===== src/rtl/ghost_pkg.sv =====
// Shared types and helpers for the ghost motion controller.
// Direction encoding matches the Ghost_Dir output: 0 up, 1 down, 2 left, 3 right.
package ghost_pkg;

    typedef enum logic [1:0] {
        UP    = 2'd0,
        DOWN  = 2'd1,
        LEFT  = 2'd2,
        RIGHT = 2'd3
    } dir_t;

    typedef enum logic [1:0] {
        CAGED   = 2'd0,
        EXIT    = 2'd1,
        SCATTER = 2'd2,
        CHASE   = 2'd3
    } mode_t;

    localparam logic [9:0] TUNNEL_LO = 10'd120;
    localparam logic [9:0] TUNNEL_HI = 10'd520;

    function automatic dir_t reverse(input dir_t d);
        case (d)
            UP:      return DOWN;
            DOWN:    return UP;
            LEFT:    return RIGHT;
            default: return LEFT;
        endcase
    endfunction

    // Magnitude of an 11-bit two's-complement difference.
    function automatic logic [10:0] abs_diff11(input logic [10:0] a, input logic [10:0] b);
        logic [10:0] d;
        d = a - b;
        return d[10] ? (11'd0 - d) : d;
    endfunction

endpackage


===== src/rtl/ghost_dir_select.sv =====
// Picks the heading whose next position is closest (Manhattan) to the target,
// never reversing unless that is the only way out.
module ghost_dir_select
    import ghost_pkg::*;
(
    input  logic [9:0] pos_x,
    input  logic [9:0] pos_y,
    input  logic [9:0] tgt_x,
    input  logic [9:0] tgt_y,
    input  dir_t       heading,
    input  logic [3:0] blocked,
    output dir_t       choice,
    output logic       hold
);

    // Candidate order doubles as the tie-break priority.
    function automatic dir_t prio_dir(input logic [1:0] i);
        case (i)
            2'd0:    return UP;
            2'd1:    return LEFT;
            2'd2:    return DOWN;
            default: return RIGHT;
        endcase
    endfunction

    dir_t        cand;
    dir_t        back;
    logic        found;
    logic [10:0] best;
    logic [10:0] nx;
    logic [10:0] ny;
    logic [10:0] cost;

    always_comb begin
        choice = heading;
        hold   = 1'b0;
        found  = 1'b0;
        best   = '1;
        cand   = UP;
        nx     = '0;
        ny     = '0;
        cost   = '0;
        back   = reverse(heading);
        for (int unsigned i = 0; i < 4; i++) begin
            cand = prio_dir(2'(i));
            nx   = {1'b0, pos_x};
            ny   = {1'b0, pos_y};
            case (cand)
                UP:      ny = ny - 11'd1;
                DOWN:    ny = ny + 11'd1;
                LEFT:    nx = nx - 11'd1;
                default: nx = nx + 11'd1;
            endcase
            cost = abs_diff11(nx, {1'b0, tgt_x}) + abs_diff11(ny, {1'b0, tgt_y});
            if (!blocked[cand] && (cand != back) && (!found || (cost < best))) begin
                found  = 1'b1;
                best   = cost;
                choice = cand;
            end
        end
        if (!found) begin
            if (!blocked[back]) begin
                choice = back;
            end else begin
                choice = heading;
                hold   = 1'b1;
            end
        end
    end

endmodule


===== src/rtl/pacman_wall_collision.sv =====
// Maze wall lookup: reports whether a probe point lies inside a wall.
// Map: top and bottom borders plus one central pillar.
module pacman_wall_collision (
    input  logic [9:0] x,
    input  logic [9:0] y,
    output logic       is_wall
);

    always_comb begin
        is_wall = (y < 10'd16) || (y > 10'd463) ||
                  ((x >= 10'd400) && (x < 10'd416) && (y >= 10'd120) && (y < 10'd360));
    end

endmodule


===== src/rtl/ghost_ctrl.sv =====
// Autonomous ghost: cage / exit / scatter / chase mode machine with wall-probed
// steering, tunnel wrap and player capture. One step per enabled frame.
module ghost_ctrl
    import ghost_pkg::*;
#(
    parameter int unsigned START_X        = 320,
    parameter int unsigned START_Y        = 240,
    parameter int unsigned EXIT_Y         = 210,
    parameter int unsigned RELEASE_FRAMES = 120,
    parameter int unsigned SCATTER_FRAMES = 240,
    parameter int unsigned CHASE_FRAMES   = 600,
    parameter int unsigned SCATTER_X      = 520,
    parameter int unsigned SCATTER_Y      = 0,
    parameter int unsigned GHOST_SIZE     = 8
) (
    input  logic       frame_clk,
    input  logic       Reset,
    input  logic       Enable,
    input  logic [9:0] PacX,
    input  logic [9:0] PacY,
    output logic [9:0] GhostX,
    output logic [9:0] GhostY,
    output logic [9:0] GhostS,
    output logic [1:0] Ghost_Dir,
    output logic [1:0] Mode,
    output logic       Caught
);

    localparam logic [9:0]  SX         = 10'(START_X);
    localparam logic [9:0]  SY         = 10'(START_Y);
    localparam logic [9:0]  EY         = 10'(EXIT_Y);
    localparam logic [9:0]  SIZE       = 10'(GHOST_SIZE);
    localparam logic [9:0]  TX_SCAT    = 10'(SCATTER_X);
    localparam logic [9:0]  TY_SCAT    = 10'(SCATTER_Y);
    localparam logic [9:0]  REL_LAST   = 10'(RELEASE_FRAMES - 1);
    localparam logic [9:0]  SCAT_LAST  = 10'(SCATTER_FRAMES - 1);
    localparam logic [9:0]  CHASE_LAST = 10'(CHASE_FRAMES - 1);
    localparam logic [10:0] CATCH_DIST = 11'(2 * GHOST_SIZE);

    mode_t      mode, mode_n;
    dir_t       dir, dir_n;
    logic [9:0] timer, timer_n;
    logic [9:0] x, x_n;
    logic [9:0] y, y_n;
    logic       caught, caught_n;

    logic [3:0] blocked;
    logic [9:0] probe_up_y, probe_dn_y, probe_lt_x, probe_rt_x;
    logic [9:0] tgt_x, tgt_y;
    dir_t       sel_dir;
    logic       sel_hold;
    logic       capture;
    logic       phase_last;
    logic [9:0] y_up;
    dir_t       move_dir;
    logic       do_move;

    assign probe_up_y = y - SIZE;
    assign probe_dn_y = y + SIZE;
    assign probe_lt_x = x - SIZE;
    assign probe_rt_x = x + SIZE;

    pacman_wall_collision probe_up (.x(x),          .y(probe_up_y), .is_wall(blocked[0]));
    pacman_wall_collision probe_dn (.x(x),          .y(probe_dn_y), .is_wall(blocked[1]));
    pacman_wall_collision probe_lt (.x(probe_lt_x), .y(y),          .is_wall(blocked[2]));
    pacman_wall_collision probe_rt (.x(probe_rt_x), .y(y),          .is_wall(blocked[3]));

    assign tgt_x = (mode == SCATTER) ? TX_SCAT : PacX;
    assign tgt_y = (mode == SCATTER) ? TY_SCAT : PacY;

    ghost_dir_select u_select (
        .pos_x   (x),
        .pos_y   (y),
        .tgt_x   (tgt_x),
        .tgt_y   (tgt_y),
        .heading (dir),
        .blocked (blocked),
        .choice  (sel_dir),
        .hold    (sel_hold)
    );

    assign capture = (abs_diff11({1'b0, PacX}, {1'b0, x}) < CATCH_DIST) &&
                     (abs_diff11({1'b0, PacY}, {1'b0, y}) < CATCH_DIST);
    assign phase_last = (mode == SCATTER) ? (timer == SCAT_LAST) : (timer == CHASE_LAST);
    assign y_up = y - 10'd1;

    always_ff @(posedge frame_clk) begin
        if (Reset) begin
            mode   <= CAGED;
            dir    <= UP;
            timer  <= '0;
            x      <= SX;
            y      <= SY;
            caught <= 1'b0;
        end else begin
            mode   <= mode_n;
            dir    <= dir_n;
            timer  <= timer_n;
            x      <= x_n;
            y      <= y_n;
            caught <= caught_n;
        end
    end

    always_comb begin
        mode_n   = mode;
        dir_n    = dir;
        timer_n  = timer;
        x_n      = x;
        y_n      = y;
        caught_n = 1'b0;
        move_dir = dir;
        do_move  = 1'b0;
        if (Enable) begin
            unique case (mode)
                CAGED: begin
                    if (timer == REL_LAST) begin
                        mode_n  = EXIT;
                        timer_n = '0;
                    end else begin
                        timer_n = timer + 10'd1;
                    end
                end
                EXIT: begin
                    if (x < SX) begin
                        x_n = x + 10'd1;
                    end else if (x > SX) begin
                        x_n = x - 10'd1;
                    end else begin
                        y_n = y_up;
                        if (y_up <= EY) begin
                            mode_n  = SCATTER;
                            timer_n = '0;
                            dir_n   = LEFT;
                        end
                    end
                end
                default: begin
                    if (capture) begin
                        caught_n = 1'b1;
                        mode_n   = CAGED;
                        timer_n  = '0;
                        dir_n    = UP;
                        x_n      = SX;
                        y_n      = SY;
                    end else begin
                        if (phase_last) begin
                            mode_n  = (mode == SCATTER) ? CHASE : SCATTER;
                            timer_n = '0;
                        end else begin
                            timer_n = timer + 10'd1;
                        end
                        // Phase change forces a reversal, but only if that way is open.
                        if (phase_last && !blocked[reverse(dir)]) begin
                            move_dir = reverse(dir);
                            do_move  = 1'b1;
                        end else if (!sel_hold) begin
                            move_dir = sel_dir;
                            do_move  = 1'b1;
                        end
                        if (do_move) begin
                            dir_n = move_dir;
                            case (move_dir)
                                UP:      y_n = y - 10'd1;
                                DOWN:    y_n = y + 10'd1;
                                LEFT:    x_n = x - 10'd1;
                                default: x_n = x + 10'd1;
                            endcase
                        end
                        if (x < TUNNEL_LO) begin
                            x_n = TUNNEL_HI;
                        end else if (x > TUNNEL_HI) begin
                            x_n = TUNNEL_LO;
                        end
                    end
                end
            endcase
        end
    end

    always_comb begin
        GhostX    = x;
        GhostY    = y;
        GhostS    = SIZE;
        Ghost_Dir = dir;
        Mode      = mode;
        Caught    = caught;
    end

endmodule

===== config.mk =====
export PLATFORM = sky130hd
export DESIGN_NAME = ghost_ctrl
export DESIGN_NICKNAME = d
export VERILOG_FILES = /design/src/rtl/ghost_pkg.sv /design/src/rtl/ghost_dir_select.sv /design/src/rtl/pacman_wall_collision.sv /design/src/rtl/ghost_ctrl.sv
export SDC_FILE = /design/constraint.sdc
export NUM_CORES = 1
export LEC_CHECK = 0
export CAP_MARGIN = 30
export CORE_UTILIZATION = 55
export DETAILED_ROUTE_END_ITERATION = 16
export GPL_ROUTABILITY_DRIVEN = 0
export PLACE_DENSITY = 0.74
export SKIP_LAST_GASP = 1
export SLEW_MARGIN = 20
export SYNTH_ARGS = -nofsm -noshare
export SYNTH_HDL_FRONTEND = slang
export SYNTH_SLANG_ARGS = --single-unit

===== constraint.sdc =====
create_clock -name frame_clk -period 21.3 [get_ports frame_clk]
set_input_delay 2.13 -clock frame_clk [delete_from_list [all_inputs] [get_ports frame_clk]]
set_output_delay 2.13 -clock frame_clk [all_outputs]
set_load 0.005 [all_outputs]

==> impl_results.md <==
- Yosys top cell area share: 16.4%
- Post-synth EDFFs: 0
- Die ar.: 21100 µm²
- Main synth FF type: dfxtp_1
- DR vias/cell: 6.37
- Placed Instances: 1805
- Layout cell share with drive strength beyond 1: 3.81%
- CTS tree: done
- Port bufs: 47
- Power density over cell area: 127 nW/µm²
- Setup-failing EPs final: 0
- Starting DRT DRC Count: 1163
- Status: completed
- Wire per inst: 18.1 µm
- CP max stage delay: 0.75 ns
- Final hold vios: 0
- GRT Util Overall: 30.3%
- Register Area: 701 µm²
- Vias in the first global route: 10577
- Cell variety after synth: 98
- Post-layout nets: 1745
- Initial antenna violation count: 0
- Post-DP HPWL: 26.7 mm
- Via count: 11545
- Non-Filler Instances: 1813
- Worst clock skew: 0.00820 ns
- Clk sinks: 35
- First-pass GRT wire length: 53.5 mm
- Chip height: 145 µm
- Grt met2 use: 50.6%
- GR peak layer: met2
- DRT antenna net count: 0
- Total Wirelength: 32.9 mm
- Async S/R FF share, synth: 0%
- CP endpoint kind: flip-flop
- Worst-Margin Slew: 0.933 ns
- Met1 Use GR: 40.5%
- Layout area overhead: 6.82%
- Fin area: 12000 µm²
- Dpl cell area: 11900 µm²
- Post-cts resize count: 0
- Hold_buf cts: 0
- Multi-input gate area: 9900 µm²
- Congestion Overflow GR: 0
- Cell count after synthesis: 1539
- Critical Path Fanout Max: 16
- Synth area leaders: ha_1, xnor2_1, dfxtp_1
- Total power draw: 1.53 mW
- Leading area contributor after synthesis: ha_1
- Crit Path Category: primary input to flip-flop
- Min Tclk post-route: 15.08 ns
- Slew Limit Fails: 0
- CP Data Arrival Time: 15.24 ns
- Largest net degree at the start of global routing: 26
- Synthesized flop and latch total: 35
- Hold Crit Class: flip-flop to flip-flop
- Commonest cells after routing, fill and taps aside: ha_1, nor2_1, nand2_1, xnor2_1, a21oi_1
- Period utilization: 70.8%
- Worst-skew pair later-pin latency: 0.28 ns
- Commonest non-fill, non-tap cell in the layout: ha_1
- # rows: 51
- Fmax: 66.3 MHz
- Worst-path clk slew: 0.05 ns
- Met3 Usage GRT: 3.96%
- Clock Tree Root: clkbuf_16
- Cell seen most often among critical-path stages: nand2_1
- Setup_tns: 0 ns
- TritonCTS buffer count: 5
- Startpoint types: primary input
- DRT Pass-1 Iters: 6
- Setup Fix Bufs, Post-CTS: 0
- Core area: 19800 µm²
- Max Cap Viol: 0
- Mapped Avg Cell Area: 7.32 µm²
- Die Wd: 145 µm
- Clk buf depth: 2
- CP required: 21.46 ns
- Top-Level Pins: 58
- Fill cell count: 1829
- Post-Synthesis Cell Area: 11300 µm²
- Post-synthesis sequential area ratio: 6.22%
- CP max-delay cell: mux2i_1
- Initial Utilization: 56.9%
- Leak: 5.27 nW
- Diodes inserted: 0
- H-tree levels: 2
- Relative slew slack: 36.0%
- Peak VDD IR: 0.100 mV
- RSZ-0062 raised after global routing: false
- Ys Warns: 0
- Core Util, Final: 60.8%
- # DRC: 0
[synth_stat cells (8+ instances only)]
cell	count
and2_1	16
nor3_1	31
nor2_1	135
nor4_1	16
buf_4	13
nor3b_1	14
clkbuf_1	41
o211ai_1	13
fa_1	26
a21o_1	39
nand4_1	16
buf_2	11
o31ai_1	8
a221oi_1	10
nor2b_1	30
a41oi_1	8
xnor2_1	104
nand2b_1	29
nand2_1	112
nand3_1	40
dfxtp_1	35
ha_1	148
inv_1	99
or3_1	21
a31oi_1	30
or2_2	9
mux2i_1	22
and3_1	15
a311oi_1	9
a211oi_1	15
o21ai_0	66
o21bai_1	30
a21oi_1	102
xor2_1	52
o21a_1	14
[final timing paths]
kind                                            start                      to  slack [ns]  depth (start not counted)
worst max-delay path                          PacY[2]  GhostY[2]$_SDFFE_PP0P_        6.22                         54
worst min-delay path            timer[1]$_SDFFE_PP0P_   timer[1]$_SDFFE_PP0P_        0.50                          2
worst max register to register   Mode[0]$_SDFFE_PP0P_  GhostY[2]$_SDFFE_PP0P_        7.25                         55
worst min register to register  timer[1]$_SDFFE_PP0P_   timer[1]$_SDFFE_PP0P_        0.50                          2
[critical path: cells and delay by family]
kind / cells / cell delay, ns
AOI/OAI and AO/OA: 29 / 6.88
and+or+nand+nor: 13 / 1.99
muxes: 2 / 1.12
buffers and inverters: 2 / 0.55
xor gates and xnor gates: 1 / 0.20
adders and majority gates: 7 / 2.36
[cells by family (layout without fill, tap and decap cells)]
logic type	count (synthesis)	after routing	synth area share [%]
fa+ha+maj	175	175	21.2
flops	35	35	6.22
compound gates	444	444	27.2
buf+inv	169	170	6.19
mux	27	27	2.45
simple gates	530	530	24.4
other cells	2	10	0.0667
xor+xnor	157	157	12.3
[routing by layer]
layer | vias up | part of all wire [%] | wire, µm
met5 | - | 0 | 0
met4 | 0 | 2.2 | 723
met3 | 64 | 6.9 | 2280
met2 | 458 | 46 | 15000
met1 | 5410 | 45 | 14800
li1 | 5613 | - | -
[report_power, final]
part / internal, mW / total [mW] / switching [mW]
combinational: 0.567 / 1.38 / 0.816
sequential: 0.0673 / 0.0726 / 0.00533
clock: 0.0456 / 0.0726 / 0.0270
total: 0.680 / 1.53 / 0.849
[registers in the layout, summed over array words and instances, names as in the netlist]
| register | count |
|---|---|
| Caught | 1 |
| GhostX | 10 |
| GhostY | 10 |
| Ghost_Dir | 2 |
| Mode | 2 |
| timer | 10 |
[cell type report]
class	count	share of cell area, %
clock inverters	1	0.0416
multi-input cells	1343	82.2
well taps	265	2.76
flip-flops and latches	35	5.82
clock buffers	6	1.15
repair buffers	62	4.83
inverters	101	3.15
[through the flow]
step | setup slack [ns] | hold WS, ns
2_1_floorplan | 8.71 | 0.449
3_3_place_gp | 6.73 | 0.466
3_5_place_dp | 6.34 | 0.481
4_1_cts | 6.58 | 0.487
5_1_grt | 5.34 | 0.518
6_report | 6.22 | 0.496
Note: power is estimated with default switching activity, not from simulation.
